--- src/rtl/dps_sci_arbiter_pkg.sv ---
// Shared state encodings and SCI register-select constants for the
// two-master SCI register-port arbiter.
package dps_sci_arbiter_pkg;

    typedef enum logic [1:0] {
        ST_IDLE = 2'd0,
        ST_WR   = 2'd1,
        ST_RD   = 2'd2
    } arb_state_e;

    localparam logic [1:0]  SCI_ADDR_TX  = 2'h0;
    localparam logic [1:0]  SCI_ADDR_RX  = 2'h1;
    localparam logic [1:0]  SCI_ADDR_CFG = 2'h2;

    // Returned on a read timeout: bit31 clear reads as "RX empty".
    localparam logic [31:0] SCI_RD_TIMEOUT_DATA = 32'h0000_0000;

endpackage

--- src/rtl/dps_sci_rr_arb2.sv ---
// Two-way round-robin grant; the last granted master loses the next tie.
module dps_sci_rr_arb2 (
    input  logic       iIF_CLOCK,
    input  logic       inRESET,
    input  logic [1:0] iREQ,
    output logic [1:0] oGNT
);

    logic prio_q;
    logic prio_d;

    always_comb begin
        prio_d = prio_q;
        if (iREQ == 2'b11) begin
            oGNT = prio_q ? 2'b10 : 2'b01;
        end else begin
            oGNT = iREQ;
        end
        if (oGNT[0]) begin
            prio_d = 1'b1;
        end else if (oGNT[1]) begin
            prio_d = 1'b0;
        end
    end

    always_ff @(posedge iIF_CLOCK or negedge inRESET) begin
        if (!inRESET) begin
            prio_q <= 1'b0;
        end else begin
            prio_q <= prio_d;
        end
    end

endmodule

--- src/rtl/dps_sci_arbiter.sv ---
// Arbitrates CPU and debug-monitor access to the SCI register port, one
// transaction outstanding, with a bounded wait on read responses.
module dps_sci_arbiter
    import dps_sci_arbiter_pkg::*;
#(
    parameter int P_RD_TIMEOUT = 16
) (
    input  logic        iIF_CLOCK,
    input  logic        inRESET,
    input  logic        iM0_REQ_VALID,
    input  logic        iM0_REQ_RW,
    input  logic [1:0]  iM0_REQ_ADDR,
    input  logic [31:0] iM0_REQ_DATA,
    output logic        oM0_REQ_BUSY,
    output logic        oM0_RD_VALID,
    output logic [31:0] oM0_RD_DATA,
    input  logic        iM1_REQ_VALID,
    input  logic        iM1_REQ_RW,
    input  logic [1:0]  iM1_REQ_ADDR,
    input  logic [31:0] iM1_REQ_DATA,
    output logic        oM1_REQ_BUSY,
    output logic        oM1_RD_VALID,
    output logic [31:0] oM1_RD_DATA,
    output logic        oSCI_REQ_VALID,
    output logic        oSCI_REQ_RW,
    output logic [1:0]  oSCI_REQ_ADDR,
    output logic [31:0] oSCI_REQ_DATA,
    input  logic        iSCI_REQ_BUSY,
    input  logic        iSCI_RD_VALID,
    input  logic [31:0] iSCI_RD_DATA,
    output logic        oSCI_RD_BUSY
);

    localparam logic [7:0] RD_LIMIT = 8'(P_RD_TIMEOUT - 1);

    arb_state_e  state_q, state_d;
    logic        mst_q, mst_d;
    logic        rw_q, rw_d;
    logic [1:0]  addr_q, addr_d;
    logic [31:0] data_q, data_d;
    logic [7:0]  wait_q, wait_d;
    logic [1:0]  rd_valid_q, rd_valid_d;
    logic [31:0] rd_data0_q, rd_data0_d;
    logic [31:0] rd_data1_q, rd_data1_d;

    logic [1:0]  arb_req;
    logic [1:0]  arb_gnt;
    logic        can_grant;
    logic        rsp_done;
    logic [31:0] rsp_data;

    // No grant while a response pulse is on the wire, so the pointer only moves on real grants.
    assign can_grant = (state_q == ST_IDLE) && (rd_valid_q == 2'b00);
    assign arb_req   = {iM1_REQ_VALID, iM0_REQ_VALID} & {2{can_grant}};

    dps_sci_rr_arb2 u_rr_arb (
        .iIF_CLOCK (iIF_CLOCK),
        .inRESET   (inRESET),
        .iREQ      (arb_req),
        .oGNT      (arb_gnt)
    );

    always_comb begin
        state_d    = state_q;
        mst_d      = mst_q;
        rw_d       = rw_q;
        addr_d     = addr_q;
        data_d     = data_q;
        wait_d     = wait_q;
        rd_valid_d = 2'b00;
        rd_data0_d = rd_data0_q;
        rd_data1_d = rd_data1_q;
        rsp_done   = 1'b0;
        rsp_data   = SCI_RD_TIMEOUT_DATA;
        case (state_q)
            ST_IDLE: begin
                if (arb_gnt != 2'b00) begin
                    mst_d   = arb_gnt[1];
                    rw_d    = arb_gnt[1] ? iM1_REQ_RW   : iM0_REQ_RW;
                    addr_d  = arb_gnt[1] ? iM1_REQ_ADDR : iM0_REQ_ADDR;
                    data_d  = arb_gnt[1] ? iM1_REQ_DATA : iM0_REQ_DATA;
                    wait_d  = 8'd0;
                    state_d = rw_d ? ST_WR : ST_RD;
                end
            end
            ST_WR: begin
                if (!iSCI_REQ_BUSY) begin
                    state_d = ST_IDLE;
                end
            end
            ST_RD: begin
                // A response arriving on the timeout cycle still wins.
                if (iSCI_RD_VALID) begin
                    rsp_done = 1'b1;
                    rsp_data = iSCI_RD_DATA;
                end else if (wait_q == RD_LIMIT) begin
                    rsp_done = 1'b1;
                end else begin
                    wait_d = wait_q + 8'd1;
                end
                if (rsp_done) begin
                    state_d    = ST_IDLE;
                    rd_valid_d = mst_q ? 2'b10 : 2'b01;
                    if (mst_q) begin
                        rd_data1_d = rsp_data;
                    end else begin
                        rd_data0_d = rsp_data;
                    end
                end
            end
            default: state_d = ST_IDLE;
        endcase
    end

    always_ff @(posedge iIF_CLOCK or negedge inRESET) begin
        if (!inRESET) begin
            state_q    <= ST_IDLE;
            mst_q      <= 1'b0;
            rw_q       <= 1'b0;
            addr_q     <= 2'b00;
            data_q     <= 32'h0;
            wait_q     <= 8'd0;
            rd_valid_q <= 2'b00;
            rd_data0_q <= 32'h0;
            rd_data1_q <= 32'h0;
        end else begin
            state_q    <= state_d;
            mst_q      <= mst_d;
            rw_q       <= rw_d;
            addr_q     <= addr_d;
            data_q     <= data_d;
            wait_q     <= wait_d;
            rd_valid_q <= rd_valid_d;
            rd_data0_q <= rd_data0_d;
            rd_data1_q <= rd_data1_d;
        end
    end

    assign oM0_REQ_BUSY   = ~arb_gnt[0];
    assign oM1_REQ_BUSY   = ~arb_gnt[1];
    assign oM0_RD_VALID   = rd_valid_q[0];
    assign oM1_RD_VALID   = rd_valid_q[1];
    assign oM0_RD_DATA    = rd_data0_q;
    assign oM1_RD_DATA    = rd_data1_q;
    assign oSCI_REQ_VALID = (state_q != ST_IDLE);
    assign oSCI_REQ_RW    = rw_q;
    assign oSCI_REQ_ADDR  = addr_q;
    assign oSCI_REQ_DATA  = data_q;
    assign oSCI_RD_BUSY   = (state_q != ST_RD);

endmodule
--- config.mk ---
export PLATFORM = sky130hd
export DESIGN_NAME = dps_sci_arbiter
export DESIGN_NICKNAME = d
export VERILOG_FILES = /design/src/rtl/dps_sci_arbiter_pkg.sv /design/src/rtl/dps_sci_rr_arb2.sv /design/src/rtl/dps_sci_arbiter.sv
export SDC_FILE = /design/constraint.sdc
export NUM_CORES = 1
export LEC_CHECK = 0
export CAP_MARGIN = 10
export CORE_UTILIZATION = 45
export CTS_CLUSTER_SIZE = 40
export DETAILED_ROUTE_END_ITERATION = 10
export HOLD_SLACK_MARGIN = 0.05
export PLACE_DENSITY = 0.86
export SYNTH_ARGS = -nofsm -noshare
export SYNTH_HDL_FRONTEND = slang
export SYNTH_HIERARCHICAL = 1
export SYNTH_SLANG_ARGS = --single-unit
--- constraint.sdc ---
create_clock -name iIF_CLOCK -period 6.1 [get_ports iIF_CLOCK]
set_input_delay 1.525 -clock iIF_CLOCK [delete_from_list [all_inputs] [get_ports iIF_CLOCK]]
set_output_delay 1.525 -clock iIF_CLOCK [all_outputs]
set_load 0.02 [all_outputs]
==> results of run 1 <==
[sequential cells by signal (all words and copies together), names as in the netlist]
| signal | flops |
|---|---|
| oM0_RD_DATA | 32 |
| oSCI_REQ_RW | 1 |
| rd_valid_q | 2 |
| mst_q | 1 |
| oSCI_REQ_ADDR | 2 |
| wait_q | 8 |
| oM1_RD_DATA | 32 |
| state_q | 2 |
| u_rr_arb/prio_q | 1 |
| oSCI_REQ_DATA | 32 |
[layer usage]
layer | global-route usage (%) | wire length, um | part of all wire [%]
met2 | 42.7 | 6550 | 50
met5 | 0 | 0 | 0
met4 | 7.04 | 204 | 1.6
met1 | 29.6 | 5440 | 42
met3 | 7.67 | 897 | 6.9
[cell families (layout without fill, tap and decap cells)]
| family | after synthesis | after routing | synth area share (%) |
|---|---|---|---|
| compound gates | 125 | 125 | 19.8 |
| flops | 113 | 113 | 59.0 |
| simple gates | 90 | 90 | 8.28 |
| buf+inv | 43 | 261 | 4.89 |
| mux | 36 | 36 | 7.52 |
| fa+ha+maj | 1 | 1 | 0.261 |
| xor+xnor | 1 | 1 | 0.183 |
[path summary, 6_finish.rpt]
kind / to / slack, ns
worst max-delay path: oM0_REQ_BUSY / 1.18
worst min-delay path: oSCI_REQ_DATA[26]$_DFFE_PN0P_ / 0.48
worst max register to register: oSCI_REQ_DATA[27]$_DFFE_PN0P_ / 2.77
worst min register to register: oSCI_REQ_DATA[26]$_DFFE_PN0P_ / 0.48
max in group asynchronous: wait_q[6]$_DFFE_PN0P_ / 3.86
min in group asynchronous: oM1_RD_DATA[31]$_DFFE_PN0P_ / 1.09
[power by group through the flow]
stage / combinational, mW / clock [mW] / sequential (mW)
floorplan: 0.824 / 0 / 1.70
global placement: 2.14 / 0 / 1.31
detailed placement: 2.20 / 0 / 1.32
CTS: 2.21 / 0.968 / 1.32
global route: 2.34 / 1.01 / 1.36
finish: 2.19 / 0.953 / 1.32
[tightest hold or removal path: cells and delay by family (launching register included)]
| kind | cells | cell delay (ns) |
|---|---|---|
| compound gates | 1 | 0.06 |
| flops | 1 | 0.34 |
| simple gates | 1 | 0.05 |
[cell type report]
type	count	area, um^2	share of cell area [%]
Clock inverter	11	129	1.71
Timing Repair Buffer	218	2160	28.7
Multi-Input combinational cell	253	1750	23.2
Sequential cell	113	2830	37.5
Clock buffer	21	449	5.96
Tap cell	136	170	2.26
Inverter	11	41.3	0.548
[stage by stage]
stage               worst slack, ns  cells  cell area [um^2]  hold WS [ns]
floorplan                      2.12    409              4790         0.455
global placement               1.31    731              6950         0.461
CTS                            1.15    763              7530         0.482
detailed placement             1.16    731              6950         0.469
finish                         1.18    763              7530         0.476
global route                   1.10    763              7530         0.499
[cell usage in the layout (no fill, tap or decap), types with 4 or more instances in the layout]
| cell type | n |
|---|---|
| sky130_fd_sc_hd__a32o_1 | 6 |
| sky130_fd_sc_hd__buf_4 | 7 |
| sky130_fd_sc_hd__clkbuf_16 | 16 |
| sky130_fd_sc_hd__clkdlybuf4s50_1 | 211 |
| sky130_fd_sc_hd__dfrtp_1 | 113 |
| sky130_fd_sc_hd__inv_1 | 11 |
| sky130_fd_sc_hd__mux2i_1 | 36 |
| sky130_fd_sc_hd__nand2_1 | 69 |
| sky130_fd_sc_hd__nand3_1 | 4 |
| sky130_fd_sc_hd__nor2_1 | 5 |
| sky130_fd_sc_hd__o21ai_0 | 41 |
| sky130_fd_sc_hd__o2bb2ai_1 | 59 |
==> run summary, run 1 <==
The time the final worst path needs with I/O delays and setup is 4.92 ns. The number of enable flip-flop cells after synthesis is 0. For the pin with the worst max-slew slack, the measured transition is 0.999 ns.

The detail-routed via count per cell is 5.35. On the critical path the largest part of the delay comes from buffers and inverters. The power density relative to cell area came out at 593 nW/um^2. The number of global-route vias before repair is 4142. The total negative setup slack came out at 0 ns. The number of maximum-capacitance constraint violations is 0. Buffers inserted to repair hold after CTS numbered 0. The switching power came out at 1.74 mW. In this run the most critical hold path is launched from oSCI_REQ_DATA[26]$_DFFE_PN0P_.

In this run the post-CTS setup repair buffer count came out at 0. The clock transition time at the flip-flop clock pins of the worst setup and hold paths is 0.06 ns. The final core area utilization is 73.0%. The beginning of the critical path is iM0_REQ_VALID. The total count of max-transition violations in the final report came out at 0. The fraction of power consumed by the clock network is 21.3%.

213 I/O pins were placed. The maximum clock insertion buffer count came out at 2. Synthesis handed over a netlist of 409 instances. The number of antenna diodes came out at 0. The HPWL after detailed placement is 9.22 mm. The slowest stage of the critical path is the sky130_fd_sc_hd__clkdlybuf4s50_1 cell. The count of distinct cell types in the synthesized netlist came out at 39. The net count of the mapped netlist came out at 518.

Counting the buffers created by CTS gives 17. The commonest cells after synthesis are 113 x sky130_fd_sc_hd__dfrtp_1, 69 x sky130_fd_sc_hd__nand2_1, 59 x sky130_fd_sc_hd__o2bb2ai_1. Combinational cells account for 49.1% of the total power. The reg-to-reg startpoint is state_q[1]$_DFFE_PN0P_. Setup repair after global routing left no endpoint under its margin. The number of failing setup endpoints in the final timing report is 0. The via count is 4080.

Ranked by total cell area, the synthesized netlist is headed by sky130_fd_sc_hd__dfrtp_1 59%, sky130_fd_sc_hd__o2bb2ai_1 11%, sky130_fd_sc_hd__mux2i_1 7.5%. Timing would allow up to 203 MHz. The routed design has 13.1 mm of wire.

The instance count on the critical path came out at 5. The wire length of the first global-routing pass is 20.9 mm. The total grt overflow came out at 0. At the later pin of the worst-skew pair, clock insertion delay measures 0.51 ns.

The fraction of power spent switching nets came out at 38.8%. The mapped netlist covers 4790 um^2. The total of fill cells in the finished design came out at 669. The ratio of cells with drive above 1 in the final layout is 7.18%. The placeable core region came out at 10300 um^2. The run finished with clean final reports. Entering global routing, the biggest net connects 61 pins. STA classifies the critical path startpoint as an input pin. The clock root buffer is sky130_fd_sc_hd__clkbuf_8.

Measured in cells, the most critical reg-to-reg path has a length of 9. For this design, the sink count on the clock tree is 113. Measured against its own limit, the worst slew margin works out to 33.1%. The top fanout value on the critical path is 3. In the final routed layout, each cell accounts on average for 17.2 um.

The worst min-delay path class is reg -> reg. The reported leakage power is 3.14 nW. The Yosys step of the flow raised 6 warnings. The DRC violations left came out at 0.

The first-pass detailed-route iteration total is 4. The most area-hungry cell type in the Yosys netlist is sky130_fd_sc_hd__dfrtp_1. The total internal power is 2.73 mW. The final setup skew came out at 0.0159 ns. The peak supply drop came out at 0.591 mV.

In the synthesized netlist the dominant register cell turns out to be sky130_fd_sc_hd__dfrtp_1. Once the floorplan was initialized, standard cells occupied 46.4% of the core. The area of the die is 11100 um^2. The required time of the critical path is 4.58 ns.

After synthesis, flip-flops and latches occupy 59.0% of the total area. The fraction of synthesis flops using an asynchronous set or reset pin is 100%. The delay contributed by the slowest stage of the critical path is 0.56 ns. The depth of the worst hold-timing path came out at 2. The buffering stage count on the worst path with inverters included came out at 3.

The floorplan has 37 rows. The net count of the finished layout is 723. The arrival time of the worst setup path came out at 3.39 ns. Of the total power, registers draw 29.6%. The post-synthesis register bit count is 113. The number of antenna violations at the first check in global routing is 0. In this run, the number of DRC markers left after iteration 0 of detailed routing was 246. After synthesis, the mean cell area works out to 11.7 um^2. The placer congestion estimate is 0.839. The remaining number of nets flagged by the antenna check after routing came out at 0.

The x dimension of the die is 105 um. The portion of synthesized cell area occupied by the leading cell type is 59.0%. Among the stages of the critical path, the cell type that occurs most often is sky130_fd_sc_hd__clkdlybuf4s50_1. The total power after layout is 4.47 mW.

The total count of hold-check failures in the final report came out at 0. The path type of the worst setup path is in -> out. The number of resized instances in the post-cts repair step came out at 0. The post-synthesis to final-layout area growth is 57.3%. The clock tree from TritonCTS is built. The type of element capturing the critical path is a primary output. The total global routing track utilization came out at 24.7%.

Buffers placed on the I/O ports in this run total 212. Walking the worst path, the cells encountered are clkdlybuf4s50_1, and2_1, a21boi_0, inv_1, clkdlybuf4s50_1. In the post-synthesis netlist, the cell with the most instances is sky130_fd_sc_hd__dfrtp_1.

The die span in y is 105 um. The final period utilization came out at 80.6%. The number of levels the H-tree was split into is 4.
(Power assumes the default switching activity.)
==> inputs of run 2 (changes only) <==
--- a/config.mk
+++ b/config.mk
@@ -6,11 +6,11 @@
 export NUM_CORES = 1
 export LEC_CHECK = 0
 export CAP_MARGIN = 10
-export CORE_UTILIZATION = 45
+export CORE_UTILIZATION = 38
 export CTS_CLUSTER_SIZE = 40
 export DETAILED_ROUTE_END_ITERATION = 10
 export HOLD_SLACK_MARGIN = 0.05
-export PLACE_DENSITY = 0.86
+export PLACE_DENSITY = 0.78
 export SYNTH_ARGS = -nofsm -noshare
 export SYNTH_HDL_FRONTEND = slang
 export SYNTH_HIERARCHICAL = 1
==> constraint.sdc (replaced) <==
create_clock -name iIF_CLOCK -period 4 [get_ports iIF_CLOCK]
set_input_delay 1 -clock iIF_CLOCK [delete_from_list [all_inputs] [get_ports iIF_CLOCK]]
set_output_delay 1 -clock iIF_CLOCK [all_outputs]
set_load 0.02 [all_outputs]
==> run 2 against run 1 <==
  * Register-to-register slack got worse by 1.7 ns
  * Clock-buffer cell count increased by 1
  * Flip-flop and latch count unchanged
  * Critical path type is now reg -> out
  * Critical endpoint unchanged
  * Largest cell class unchanged
  * Largest power group unchanged
==> run summary, run 2 (synthesis results as in run 1) <==
The clock insertion delay at the later pin of the skew report came to 0.40 ns (-0.11 ns). The number of failing setup endpoints in the final timing report came out at 0 (unchanged). The worst hold path belongs to the class reg -> reg. The peak supply drop is 0.531 mV (-10%). The total negative setup slack is 0 ns (unchanged). The total count of hold-check failures in the final report came out at 0 (unchanged). The placed cell count came out at 764 (+4.5%).

The number of global-route vias before repair came out at 4266 (+3.0%). The I/O pin total came out at 213 (unchanged). The critical path in this run is classified as reg -> out. The required time of the critical path came out at 3.00 ns (-1.58 ns). The layout net count came out at 725 (+0.28%). The largest net degree at the start of global routing is 91 (+49%). The via count came out at 4001 (-1.9%).

The number of antenna diodes came out at 0 (unchanged). The remaining number of nets flagged by the antenna check after routing came out at 0 (unchanged). The library cells used most frequently in the layout, excluding fill and tap cells, are 211 x sky130_fd_sc_hd__clkdlybuf4s50_1, 113 x sky130_fd_sc_hd__dfrtp_1, 69 x sky130_fd_sc_hd__nand2_1. The total global routing track utilization is 21.2% (-3.4 points).

The worst setup path is launched from a register. The layer flagged by global routing as most heavily used is met2. The startpoint identified for the worst register-to-register timing path is state_q[1]$_DFFE_PN0P_. The wire length of the first global-routing pass is 21.1 mm (+0.92%).

The total clock buffers created by CTS is 17 (unchanged). The number of maximum-capacitance constraint violations came out at 0 (unchanged). The DRC violations left came out at 0 (unchanged). The HPWL after detailed placement came out at 9.58 mm (+3.9%). The measured slew at the worst slew-check pin came out at 1.06 ns (+0.0588 ns). The final core area utilization came to 63.0% (-9.9 points). The clock transition time at the flip-flop clock pins of the worst setup and hold paths came out at 0.05 ns (about the same). The area of the die is 13100 um^2 (+18%). The average wire length per cell after detail routing is 16.7 um (-2.4%). The top fanout value on the critical path came out at 9 (+6). The detail-routed via count per cell is 5.03 (-6.0%). The worst min-delay path endpoint is oSCI_REQ_DATA[0]$_DFFE_PN0P_. The first-pass detailed-route iteration total came to 4 (unchanged). The maximum clock insertion buffer count is 2 (unchanged). The post-synthesis to final-layout area growth came out at 60.1%. Dividing the final minimum period by the clock period gives 91.6%. The total count of max-transition violations in the final report came out at 0 (unchanged). The run finished with clean final reports. The library cell used most frequently in the layout, excluding fill and tap cells, is sky130_fd_sc_hd__clkdlybuf4s50_1. TritonCTS built the clock tree. The TritonCTS sink count is 113 (unchanged). STA classifies the critical path endpoint as a primary output. The overall routed net length came out at 13.3 mm (+1.8%). The clock root buffer is sky130_fd_sc_hd__clkbuf_16.

The count of input and output buffers came out at 212 (unchanged). The fraction of met1 tracks used by global routing is 25.5% (-4.1 points). The number of levels the H-tree was split into came out at 4 (unchanged).

The met3 track utilization from global routing came to 5.08% (-2.6 points). The number of buffers added to fix hold violations after cts came out at 0 (unchanged). The initial core utilization is 39.4% (-7.0 points). The number of antenna violations at the first check in global routing came out at 0 (unchanged). The post-route worst hold slack is 0.472 ns (-0.00416 ns).

The worst register-to-register path ends at oSCI_REQ_DATA[24]$_DFFE_PN0P_. The number of buffers inserted by post-CTS setup repair is 0 (unchanged). The highest clock rate is 273 MHz. The worst hold path begins at oSCI_REQ_DATA[0]$_DFFE_PN0P_. The number of non-filler instances in the completed layout is 796 (+4.3%). The placed instance area is 7000 um^2 (+0.68%). The x dimension of the die is 114 um (+8.7%). The minimum setup slack among reg-to-reg paths is 1.11 ns (-1.66 ns).

The ratio of cells with drive above 1 in the final layout is 7.48% (+0.31 points). The placer congestion estimate is 0.781 (-6.9%). The total of fill cells in the finished design was 966 (+44%). The number of resized instances in the post-cts repair step is 0 (unchanged).

The reported leakage power came to 3.19 nW (+1.5%). The detailed router's first-iteration violation count is 277 (+13%). The relative slew slack is 29.2% (-3.9 points). Setup repair after global routing left no endpoint under its margin. The placeable core region is 12200 um^2 (+18%). The arrival time of the worst setup path is 2.67 ns (-0.72 ns).

The number of cells traversed by the worst register-to-register path came out at 9 (unchanged). The power density relative to cell area came to 909 nW/um^2 (+53%). The number of rows in the core area came out at 40 (+8.1%). The total grt overflow is 0 (unchanged). For the finished layout, the period the worst path requires is 3.67 ns. The depth of the worst hold-timing path came out at 2 (unchanged). The final setup skew came out at 0.0105 ns (-0.00534 ns).

The die span in y is 114 um (+8.7%). The global routing usage on met2 is 36.5% (-6.2 points). The area of all placed cells without fillers came out at 7670 um^2 (+1.8%).
[run 2: cell types whose count changed in the layout (fill, tap and decap cells not counted)]
| cell | previous run | this run |
|---|---|---|
| sky130_fd_sc_hd__clkinv_4 | 2 | 1 |
| sky130_fd_sc_hd__clkbuf_1 | 2 | 1 |
| sky130_fd_sc_hd__bufinv_16 | 2 | 4 |
| sky130_fd_sc_hd__buf_16 | 0 | 1 |
| sky130_fd_sc_hd__buf_4 | 7 | 8 |
| sky130_fd_sc_hd__clkbuf_16 | 16 | 17 |
| sky130_fd_sc_hd__clkbuf_8 | 3 | 4 |
| sky130_fd_sc_hd__inv_6 | 3 | 0 |
[run 2: how the worst max path moves through the flow]
stage               cells after the start            to              startpoint
floorplan                               5  oM1_REQ_BUSY           iM1_REQ_VALID
global placement                        5  oM0_REQ_BUSY           iM0_REQ_VALID
detailed placement                      5  oM0_REQ_BUSY           iM0_REQ_VALID
CTS                                     7  oM0_REQ_BUSY  state_q[1]$_DFFE_PN0P_
global route                            7  oM0_REQ_BUSY  state_q[1]$_DFFE_PN0P_
finish                                  7  oM0_REQ_BUSY  state_q[1]$_DFFE_PN0P_
[run 2: worst max-delay path: stages (launching register included)]
cell	delay [ns]
sky130_fd_sc_hd__dfrtp_1	0.45
sky130_fd_sc_hd__nor2_1	0.26
sky130_fd_sc_hd__inv_1	0.16
sky130_fd_sc_hd__nor3_1	0.22
sky130_fd_sc_hd__and2_1	0.25
sky130_fd_sc_hd__a21boi_0	0.29
sky130_fd_sc_hd__inv_1	0.09
sky130_fd_sc_hd__clkdlybuf4s50_1	0.55
[run 2: where the power goes]
group | leakage, nW | internal (mW) | switching (mW)
clock network | 0.308 | 1.10 | 0.499
logic | 1.45 | 1.56 | 1.79
registers | 1.42 | 1.70 | 0.329
[run 2: cell type report]
cell class / count / area (um^2) / area share [%]
Clock inverter: 9 / 154 / 2.01
Inverter: 11 / 41.3 / 0.539
Sequential cell: 113 / 2830 / 36.9
Clock buffer: 22 / 484 / 6.32
Tap cell: 168 / 210 / 2.74
Timing Repair Buffer: 220 / 2200 / 28.7
Multi-Input combinational cell: 253 / 1750 / 22.8
[run 2: metrics by stage]
step	total power, mW	setup WS [ns]
6_report	6.97	0.335
5_1_grt	7.35	0.134
4_1_cts	7.03	0.306
3_3_place_gp	5.31	0.417
3_5_place_dp	5.40	0.418
2_1_floorplan	3.85	1.07
[run 2: routing by layer]
| layer | wire length (um) | share of wire [%] |
|---|---|---|
| met3 | 790 | 5.9 |
| met5 | 0 | 0 |
| met2 | 6720 | 50 |
| met1 | 5630 | 42 |
| met4 | 186 | 1.4 |
